--- src/rtl/bcd_digit_counter.sv ---
// Multi-digit synchronous BCD up-counter with prescaler, feeding the 7-segment decoders.
// Define BCD_COUNTER_SATURATE_EN to hold at all-9s instead of rolling over.
module bcd_digit_counter #(
    parameter int DIGITS   = 4,
    parameter int PRESCALE = 50000
) (
    input  logic                  clk,
    input  logic                  reset,
    input  logic                  en,
    input  logic                  load,
    input  logic [4*DIGITS-1:0]   load_value,
    output logic [4*DIGITS-1:0]   count,
    output logic                  step,
    output logic                  wrap
);

    localparam int PSC_W = (PRESCALE > 1) ? $clog2(PRESCALE) : 1;
    localparam logic [PSC_W-1:0] PSC_LAST = PSC_W'(PRESCALE - 1);

    logic [PSC_W-1:0] psc;
    logic             tick;
    logic             all_nines;

    // Digits above 9 are not valid BCD; load them as 0.
    function automatic logic [4*DIGITS-1:0] bcd_sanitize(input logic [4*DIGITS-1:0] v);
        logic [4*DIGITS-1:0] r;
        r = v;
        for (int i = 0; i < DIGITS; i++) begin
            if (v[4*i +: 4] > 4'd9)
                r[4*i +: 4] = 4'd0;
        end
        return r;
    endfunction

    function automatic logic bcd_is_max(input logic [4*DIGITS-1:0] v);
        logic m;
        m = 1'b1;
        for (int i = 0; i < DIGITS; i++) begin
            if (v[4*i +: 4] != 4'd9)
                m = 1'b0;
        end
        return m;
    endfunction

    // Ripple a decimal carry from digit 0 upward.
    function automatic logic [4*DIGITS-1:0] bcd_incr(input logic [4*DIGITS-1:0] v);
        logic [4*DIGITS-1:0] r;
        logic                carry;
        r     = v;
        carry = 1'b1;
        for (int i = 0; i < DIGITS; i++) begin
            if (carry) begin
                if (v[4*i +: 4] == 4'd9) begin
                    r[4*i +: 4] = 4'd0;
                end else begin
                    r[4*i +: 4] = v[4*i +: 4] + 4'd1;
                    carry       = 1'b0;
                end
            end
        end
        return r;
    endfunction

    assign tick      = en && (psc == PSC_LAST);
    assign all_nines = bcd_is_max(count);

    always_ff @(posedge clk) begin
        if (reset) begin
            count <= '0;
            psc   <= '0;
            step  <= 1'b0;
            wrap  <= 1'b0;
        end else if (load) begin
            count <= bcd_sanitize(load_value);
            psc   <= '0;
            step  <= 1'b0;
            wrap  <= 1'b0;
        end else begin
            step <= tick;
            wrap <= 1'b0;
            if (en)
                psc <= tick ? '0 : psc + 1'b1;
            if (tick) begin
`ifdef BCD_COUNTER_SATURATE_EN
                if (!all_nines)
                    count <= bcd_incr(count);
`else
                count <= bcd_incr(count);
                wrap  <= all_nines;
`endif
            end
        end
    end

endmodule

--- config.mk ---
export PLATFORM = sky130hd
export DESIGN_NAME = bcd_digit_counter
export DESIGN_NICKNAME = d
export VERILOG_FILES = /design/src/rtl/bcd_digit_counter.sv
export SDC_FILE = /design/constraint.sdc
export NUM_CORES = 1
export LEC_CHECK = 0
export CORE_MARGIN = 1.5
export CORE_UTILIZATION = 52
export CTS_CLUSTER_DIAMETER = 50
export DETAILED_ROUTE_END_ITERATION = 12
export MAX_ROUTING_LAYER = met4
export PLACE_DENSITY = 0.78
export SYNTH_ARGS = -nofsm -noshare
export SYNTH_HDL_FRONTEND = slang
export SYNTH_SLANG_ARGS = --single-unit
export TNS_END_PERCENT = 100
--- constraint.sdc ---
create_clock -name clk -period 2.4 [get_ports clk]
set_input_delay 0.48 -clock clk [delete_from_list [all_inputs] [get_ports clk]]
set_output_delay 0.48 -clock clk [all_outputs]
set_load 0.02 [all_outputs]
---- Word level (Yosys, flattened, before mapping) ----
Index checks and enable logic that the tools add are counted.
cells by class
  eq/ne operators ......................... 9
  reduce and logical (&&, ||, !) cells .... 10
  add/subtract/negate cells ............... 5
  mux-type cells .......................... 29
  bitwise gates (word level) .............. 1
  order comparisons ....................... 4
operator list
  kind                   count
  $mux 16                3
  $mux 4                 11
  $add 16x1->16 const B  1
  $add 4x1->4 const B    4
  $eq 16x16->1 const B   1
  $eq 4x4->1 const B     4
  $gt 4x4->1 const B     4
  $ne 4x4->1 const B     4
  $mux 1                 15
  $reduce_bool 2->1      4
  $reduce_and 2->1       3
  $reduce_or 6->1        1
  $reduce_or 2->1        1
  $logic_and 1x1->1      1
  $not 1->1              1
storage, ports and cells
  logic and storage cells ................. 65
  output and inout bits ................... 18
  bits in registers ....................... 34
  input port bits ......................... 20

---- Depth between registers and ports, before layout ----
Gate-level depths: netlist of the first run.
  depth in word-level cells ............... 16
  depth in mapped cells ................... 7
  gate-level depth less buffers ........... 5

---- Worst setup path after synthesis of the first run ----
Ideal clock, no wire load.
  path kind ............................... flip-flop to flip-flop
  start ................................... register psc[11]
  end ..................................... register count[8]
  setup slack ............................. 0.274 ns
  buffers on the path ..................... 2
  arrival time ............................ 1.985 ns
  period minus slack after synthesis ...... 2.126 ns
  stages on the path, launching flop included .. 7
  library setup time ...................... 0.141 ns
  data required time ...................... 2.259 ns
  path through ............................ dfxtp_1 > or4b_4 > or4_1 > buf_2 > clkbuf_1 > o31ai_1 > a311oi_1
on the way
  word-level cells in the longest chain between the ends .. 4
ends and longest elaborated chain
  what                         RTL line  text
  from (decl)                  20        logic [PSC_W-1:0] psc;
  from (signal assigned)       82        psc <= tick ? '0 : psc + 1'b1;
  $eq 16x16->1                 64        assign tick = en && (psc == PSC_LAST);
  $logic_and 1x1->1            64
  $reduce_bool 2->1 (no line)  --
  $reduce_and 2->1 (no line)   --
  to (signal assigned)         74        count <= bcd_sanitize(load_value);
  to (signal assigned)         88        count <= bcd_incr(count);
  to (decl)                    12        output logic [4*DIGITS-1:0] count,
Every way passes these cells.
A chain may end at the register's enable or synchronous reset.

---- Worst setup path in the final report of the first run ----
  start ................................... register psc[11]
  end ..................................... register count[15]
The elaborated chain is that of the path after synthesis.

==> results.rst, run 1 <==
.. list-table::
   :header-rows: 1

   * - Metric
     - Value
   * - Share of power burned in combinational logic
     - 14.1%
   * - Vias post-DR
     - around 2000
   * - Start point of the critical path
     - psc[11]
   * - Setup clock skew after layout
     - between 7 and 8 ps
   * - Status
     - completed
   * - # resized after CTS
     - 0
   * - Flop and latch count out of synthesis
     - 34
   * - Area leader, netlist
     - sky130_fd_sc_hd__dfxtp_1
   * - Number of enable-type register cells in the synthesized netlist
     - 0
   * - Postcts setup bufs
     - 0
   * - Fin crit share
     - between 90 and 100%
   * - Fmax achieved
     - roughly 460 MHz
   * - Number of buffers inserted during clock tree synthesis
     - 5
   * - Maximum number of pins on one net before global-route repair
     - 18
   * - Top Usage Layer GRT
     - met2
   * - Largest driver fanout on the critical path
     - 14
   * - Dpl hpwl
     - approximately 3.8 mm
   * - Drt drc
     - 0
   * - Int Pwr
     - ~0.98 mW
   * - Met1 global-route usage
     - around 33%
   * - Clock slew at the register clock pins of the worst setup and hold paths
     - 70 ps
   * - Initial Util
     - ~54%
   * - Clock Tree Buf Depth
     - 2
   * - Worst flop-to-flop path endpoint
     - count[15]
   * - Leading cell types by total area after synthesis
     - sky130_fd_sc_hd__dfxtp_1, sky130_fd_sc_hd__nand4_1, sky130_fd_sc_hd__a21oi_1, sky130_fd_sc_hd__o21ai_0, sky130_fd_sc_hd__nor2_1
   * - Source-to-sink clock delay at the later pin of the worst-skew pair
     - ~280 ps
   * - Post-synth design cell area
     - around 2000 um2
   * - Worst-case reg-to-reg path depth
     - 5
   * - Switching power
     - ~0.33 mW
   * - Antenna-violating nets left
     - 0
   * - Ports placed on the boundary
     - 38
   * - Root buffer cell
     - sky130_fd_sc_hd__clkbuf_8
   * - GR Overflow Total
     - 0
   * - Worst hold-check path type
     - reg2reg
   * - Post-synth cell types
     - 48
   * - Hold_buf cts
     - 0
   * - Gate Count Post-Synth
     - around 240
   * - Area of the core
     - roughly 3700 um2
   * - Critical path depth
     - 5
   * - Post-route minimum period
     - roughly 2200 ps
   * - Peak supply drop
     - 0.000501 V
   * - Part of the Yosys area used for sequential elements
     - approximately a third
   * - Fraction of layout cells with a size suffix above 1
     - 8.28%
   * - Bufs and invs on worst path
     - 1
   * - Number of global-route vias before repair
     - 1866
   * - Post-Route Hold Slack
     - ~490 ps
   * - Net switching fraction of the power
     - between 20% and 30%
   * - Std-Cell Rows
     - 22
   * - Clock sink total
     - 34
   * - Proportion of register bits with asynchronous set or reset after synthesis
     - 0%
   * - Relative slew slack
     - around 70%
   * - Weighted congestion reported at the end of routability-driven placement
     - a little over 0.8
   * - Initial antenna violation count
     - 0
   * - Measured slew at the worst slew-check pin
     - 460 ps
   * - CTS tree
     - yes
   * - Data arrival time of the worst path
     - approximately 2300 ps
   * - Worst EP required
     - between 2000 and 3000 ps
   * - IO Port Bufs
     - 37
   * - Clock power frac
     - 39.5%
   * - Count of H-tree levels built during CTS
     - 2
   * - Synthesized area divided by synthesized cell count
     - roughly 8 um2
   * - Total routing resource utilization after global routing
     - about a quarter
   * - Worst Setup Path Type
     - reg2reg
   * - Area Overhead vs Synth
     - 29.3%
   * - Width of the chip
     - ~65 um
   * - Initial DRC Count
     - ~140
   * - Max Slew Vio Count
     - 0
   * - Flip-flop cell with the highest count after synthesis
     - sky130_fd_sc_hd__dfxtp_1
   * - Kind of cell adding the most delay to the critical path
     - simple AND/OR/NAND/NOR gates
   * - Met2 Resource Use GR
     - between 40% and 50%
   * - Hold violation count in the final report
     - 0
   * - Die outline height
     - 64.8 um
   * - Power density over the cells
     - between 500 and 600 nW/um2
   * - Portion of synthesized cell area occupied by the leading cell type
     - between 30% and 40%
   * - Post-Syn Nets
     - ~270
   * - Cell-by-cell listing of the critical path
     - or4b_4 -> or4_1 -> buf_4 -> o31ai_1 -> a221oi_1
   * - Final-layout setup total negative slack
     - 0 ps
   * - RSZ-0062 raised after global routing
     - no
   * - First-pass GRT wire length
     - 8.44 mm
   * - Setup Viol. Count Final
     - 0
   * - Relative contribution of sequential cells to total power
     - 46.5%
   * - Total Wirelength
     - around 5.0 mm
   * - Register-to-register path setup slack
     - slightly above 200 ps
   * - Launching element type of the critical path
     - register
   * - N_diodes
     - 0
   * - CP Capture Point
     - count[15]
   * - Longest individual stage delay on the worst path
     - 590 ps
   * - CP max stage cell
     - sky130_fd_sc_hd__or4b_4
   * - Critical path endpoint category
     - register
   * - Met3 track demand over resource
     - under 10%
   * - Number of nets at the end of the flow
     - 310
   * - Routed via count divided by cell count
     - roughly 6
   * - Source of the worst register-to-register timing path
     - psc[11]
   * - Count of synthesis-stage warnings from yosys
     - 0
   * - Max capacitance violation total
     - 0
   * - Leakage
     - around 0.86 nW
   * - Full die area
     - 4200 um2
   * - Initial DRT Pass Iterations
     - 4
   * - Wire per inst
     - roughly 15 um
[sequential cells by signal, indices dropped and copies added, names as in the netlist]
register	cells
count	16
psc	16
step	1
wrap	1
[layer usage]
metal  vias up  part of all wire [%]  wire length (um)
met5         -                     0                 0
met4         0                   1.6                80
met3         8                   4.0               201
met2        49                    48              2440
met1       958                    46              2310
li1       1006                     -                 -
[worst reg2reg max path: cells and delay by family, from the launching register on]
family / cells / cell delay, ps
DFF: 1 / 350
AOI/OAI and AO/OA: 2 / 390
buffers and inverters: 1 / 210
and+or+nand+nor: 2 / 1110
[area by class of cell]
cell class	count	area [um2]
Tap cell	48	60.1
Multi-Input combinational cell	190	1230
Fill cell	314	1090
Inverter	10	37.5
Timing Repair Buffer	48	453
Clock inverter	3	40.0
Clock buffer	5	68.8
Sequential cell	34	681
[stage by stage]
step,power (mW),worst slack (ps),util [%],instances,cell area [um2]
after floorplan,0.710,274,-,244,1990
after global placement,0.802,227,67.2,330,2460
after detailed placement,0.805,167,67.2,330,2460
after CTS,1.32,218,70.2,338,2570
after global routing,1.37,95.1,70.2,338,2570
final,1.31,204,70.2,338,2570
[layout by cell type (no fill, tap or decap), types with 6 or more instances in the layout]
cell type,synthesis,layout
sky130_fd_sc_hd__clkdlybuf4s50_1,0,37
sky130_fd_sc_hd__nand3_1,10,10
sky130_fd_sc_hd__dfxtp_1,34,34
sky130_fd_sc_hd__buf_4,0,11
sky130_fd_sc_hd__nor2_1,19,19
sky130_fd_sc_hd__xor2_1,7,7
sky130_fd_sc_hd__or3_1,7,7
sky130_fd_sc_hd__o21ai_0,16,16
sky130_fd_sc_hd__inv_1,9,9
sky130_fd_sc_hd__nor3_1,6,6
sky130_fd_sc_hd__nand4_1,13,13
sky130_fd_sc_hd__a21oi_1,16,16
sky130_fd_sc_hd__nand2_1,15,15
[power by group through the flow]
stage | clock, mW | sequential (mW) | combinational, mW
after global routing | 0.558 | 0.611 | 0.201
final | 0.517 | 0.609 | 0.184
after CTS | 0.528 | 0.608 | 0.185
after global placement | 0 | 0.621 | 0.181
after floorplan | 0 | 0.632 | 0.0775
after detailed placement | 0 | 0.621 | 0.184
[worst min path at each step]
stage | cells past startpoint | endpoint | from
after floorplan | 2 | psc[1] | psc[1]
after global placement | 2 | psc[1] | psc[1]
after detailed placement | 2 | psc[1] | psc[1]
after CTS | 2 | psc[1] | psc[1]
after global routing | 2 | psc[1] | psc[1]
final | 2 | psc[1] | psc[1]
[cells by family (layout without fill, tap and decap cells)]
family,count (synthesis),after routing,synth area share (%)
AO/OA/AOI/OAI,61,61,19.7
XOR/XNOR,12,12,5.29
adder cells (fa/ha/maj),1,1,0.629
buffers and inverters,20,66,3.90
flip-flops,34,34,34.2
multiplexers,3,3,1.51
AND/OR/NAND/NOR,113,113,34.7
[cell usage after synthesis (all sizes together) (6+ instances only)]
cell	count
o21ai	16
nor2	19
dfxtp	34
xor2	7
nand3	10
or3	7
nand2	15
a21oi	16
inv	9
nand4	13
nor3	6
clkbuf	8
No activity file was read; power rests on OpenSTA's default activity.
==> run 2: changes to the inputs <==
--- a/config.mk
+++ b/config.mk
@@ -11,7 +11,8 @@
 export DETAILED_ROUTE_END_ITERATION = 12
 export MAX_ROUTING_LAYER = met4
 export PLACE_DENSITY = 0.78
+export SKIP_LAST_GASP = 1
 export SYNTH_ARGS = -nofsm -noshare
 export SYNTH_HDL_FRONTEND = slang
 export SYNTH_SLANG_ARGS = --single-unit
-export TNS_END_PERCENT = 100
+export TNS_END_PERCENT = 10
==> constraint.sdc (replaced) <==
create_clock -name clk -period 2.42 [get_ports clk]
set_input_delay 0.484 -clock clk [delete_from_list [all_inputs] [get_ports clk]]
set_output_delay 0.484 -clock clk [all_outputs]
set_load 0.02 [all_outputs]
==> run 2 against run 1 <==
  * Clock power about the same
  * Total power decreased by 0.19%
  * Hold slack improved by 3.5 ps
  * Register-to-register slack improved by 40 ps
  * Combinational power about the same
  * Utilization unchanged
  * Fmax increased by 0.74%
  * Sequential cell count unchanged
  * Cell count unchanged
  * Clock-buffer cell count unchanged
  * Sequential power decreased by 0.8%
  * Non-clock buffer count unchanged
  * Critical path type unchanged
  * Critical endpoint unchanged
==> results.rst, run 2 (synthesis results as in run 1) <==
.. list-table::
   :header-rows: 1

   * - Metric
     - Value
   * - Sequential cell area
     - 681 um2 (unchanged)
   * - Source-to-sink clock delay at the later pin of the worst-skew pair
     - 290 ps (about the same)
   * - Fmax achieved
     - 459 MHz (+0.74%)
   * - Source of the worst register-to-register timing path
     - psc[11]
   * - Largest driver fanout on the critical path
     - 14 (unchanged)
   * - Initial DRT Pass Iterations
     - 4 (unchanged)
   * - Die outline height
     - 64.8 um (unchanged)
   * - Peak supply drop
     - 0.000494 V (-1.3%)
   * - Clock sink total
     - 34 (unchanged)
   * - Register-to-register path setup slack
     - 240 ps (+40 ps)
   * - Measured slew at the worst slew-check pin
     - 441 ps (-19.3 ps)
   * - Leakage
     - 0.863 nW (unchanged)
   * - Initial DRC Count
     - 210 (+51%)
   * - Post-Route Hold Slack
     - 497 ps (+3.48 ps)
   * - Width of the chip
     - 64.8 um (unchanged)
   * - Hold_buf cts
     - 0 (unchanged)
   * - RSZ-0062 raised after global routing
     - no
   * - Number of buffers inserted during clock tree synthesis
     - 5 (unchanged)
   * - Std-Cell Rows
     - 22 (unchanged)
   * - Worst-case reg-to-reg path depth
     - 5 (unchanged)
   * - Initial Util
     - 54.3% (unchanged)
   * - Worst hold-check path type
     - reg2reg
   * - Vias post-DR
     - 2060 (+1.9%)
   * - Setup clock skew after layout
     - 5.15 ps (-1.88 ps)
   * - Hold violation count in the final report
     - 0 (unchanged)
   * - Wire per inst
     - 15.4 um (+3.4%)
   * - Weighted congestion reported at the end of routability-driven placement
     - 0.830 (about the same)
   * - Area of the core
     - 3660 um2 (unchanged)
   * - Total routing resource utilization after global routing
     - 27.2% (+1.1 points)
   * - Worst-case setup slack after placement
     - 183 ps (+16.1 ps)
   * - Depth of the worst hold-timing path
     - 2 (unchanged)
   * - Worst Setup Path Type
     - reg2reg
   * - Drt drc
     - 0 (unchanged)
   * - End-of-flow core utilization
     - 70.2% (unchanged)
   * - Dpl hpwl
     - 3.77 mm (+0.14%)
   * - Final-layout setup total negative slack
     - 0 ps (unchanged)
   * - Setup Viol. Count Final
     - 0 (unchanged)
   * - Top Usage Layer GRT
     - met2
   * - Post-route minimum period
     - 2180 ps (-16.2 ps)
   * - Min-Delay Startpoint
     - psc[1]
   * - Power density over the cells
     - 509 nW/um2 (-0.19%)
   * - Met3 track demand over resource
     - 6.60% (+1.7 points)
   * - Number of nets at the end of the flow
     - 310 (unchanged)
   * - First-pass GRT wire length
     - 8.67 mm (+2.8%)
   * - Met1 global-route usage
     - 34.7% (+2.0 points)
   * - Total power
     - 1.31 mW (-0.19%)
   * - Worst flop-to-flop path endpoint
     - count[15]
   * - GR Overflow Total
     - 0 (unchanged)
   * - Postcts setup bufs
     - 0 (unchanged)
   * - Worst Setup Slack, final
     - 240 ps (+36.2 ps)
   * - CTS tree
     - yes
   * - Ports placed on the boundary
     - 38 (unchanged)
   * - Most frequent cells in the layout
     - sky130_fd_sc_hd__clkdlybuf4s50_1, sky130_fd_sc_hd__dfxtp_1, sky130_fd_sc_hd__nor2_1
   * - Count of H-tree levels built during CTS
     - 2 (unchanged)
   * - N_diodes
     - 0 (unchanged)
   * - Area of the multi-input gates
     - 1230 um2 (unchanged)
   * - Routed via count divided by cell count
     - 6.09 (+1.9%)
   * - Max Slew Vio Count
     - 0 (unchanged)
   * - Fraction of layout cells with a size suffix above 1
     - 8.28% (unchanged)
   * - Maximum number of pins on one net before global-route repair
     - 18 (unchanged)
   * - Launching element type of the critical path
     - register
   * - # resized after CTS
     - 0 (unchanged)
   * - Full die area
     - 4200 um2 (unchanged)
   * - Critical path endpoint category
     - register
   * - Data arrival time of the worst path
     - 2340 ps (about the same)
   * - Hold worst-path end
     - psc[1]
   * - Total Wirelength
     - 5.20 mm (+3.4%)
   * - IO Port Bufs
     - 37 (unchanged)
   * - Status
     - completed
   * - Number of global-route vias before repair
     - 1875 (+0.48%)
   * - Area Overhead vs Synth
     - 29.3% (unchanged)
   * - Worst EP required
     - 2580 ps (+30 ps)
   * - Clock Tree Buf Depth
     - 2 (unchanged)
   * - Fin crit share
     - 90.1% (-1.4 points)
   * - Initial antenna violation count
     - 0 (unchanged)
   * - Max capacitance violation total
     - 0 (unchanged)
   * - Clock slew at the register clock pins of the worst setup and hold paths
     - 70 ps (about the same)
   * - Relative slew slack
     - 70.6% (+1.3 points)
   * - Fill cell count
     - 302 (-3.8%)
   * - Met2 Resource Use GR
     - 42.8% (+0.77 points)
   * - Most common cell after layout, fill and taps aside
     - sky130_fd_sc_hd__clkdlybuf4s50_1
   * - Root buffer cell
     - sky130_fd_sc_hd__clkbuf_8
   * - Antenna-violating nets left
     - 0 (unchanged)
   * - Largest registers
     - count x16, psc x16
==> run 2: routing by layer <==
metal | vias to the layer above | wire (um)
met1 | 987 | 2390
met2 | 57 | 2470
met5 | - | 0
li1 | 1010 | -
met4 | 0 | 63
met3 | 6 | 285
==> run 2: worst max-delay path by stage <==
stage | from | endpoint | slack [ps] | cells after the start
6_report | psc[11] | count[15] | 240 | 5
5_1_grt | psc[11] | count[6] | 90 | 5
4_1_cts | psc[11] | count[15] | 240 | 5
2_1_floorplan | psc[11] | count[8] | 290 | 6
3_3_place_gp | en | count[6] | 240 | 6
3_5_place_dp | en | count[15] | 180 | 6
==> run 2: power breakdown <==
group	total [mW]	leakage, nW	internal, mW	switching [mW]
clock	0.519	0.0579	0.303	0.216
sequential	0.604	0.277	0.576	0.0283
combinational	0.184	0.529	0.0955	0.0882
total	1.31	0.863	0.974	0.332
==> run 2: worst max-delay path: stages, from the launching register on <==
cell                       delay (ps)
sky130_fd_sc_hd__dfxtp_1          360
sky130_fd_sc_hd__or4b_4           590
sky130_fd_sc_hd__or4_1            510
sky130_fd_sc_hd__buf_4            210
sky130_fd_sc_hd__o31ai_1          250
sky130_fd_sc_hd__a221oi_1         120
==> run 2: area by class of cell <==
| cell class | instances | share of cell area (%) |
|---|---|---|
| multi-input cells | 190 | 47.9 |
| flip-flops and latches | 34 | 26.5 |
| repair buffers | 48 | 17.6 |
| clock buffers | 5 | 2.68 |
| well taps | 48 | 2.34 |
| clock inverters | 3 | 1.56 |
| inverters | 10 | 1.46 |
==> run 2: metrics by stage <==
stage	area, um2	cells
CTS	2570	338
floorplan	1990	244
finish	2570	338
global placement	2460	330
global route	2570	338
detailed placement	2460	330
==> run 3: changes to the inputs <==
--- a/config.mk
+++ b/config.mk
@@ -8,6 +8,7 @@
 export CORE_MARGIN = 1.5
 export CORE_UTILIZATION = 52
 export CTS_CLUSTER_DIAMETER = 50
+export CTS_CLUSTER_SIZE = 16
 export DETAILED_ROUTE_END_ITERATION = 12
 export MAX_ROUTING_LAYER = met4
 export PLACE_DENSITY = 0.78
==> results of run 3 <==
No change in the layout: final DEF, timing and power equal those of run 2.
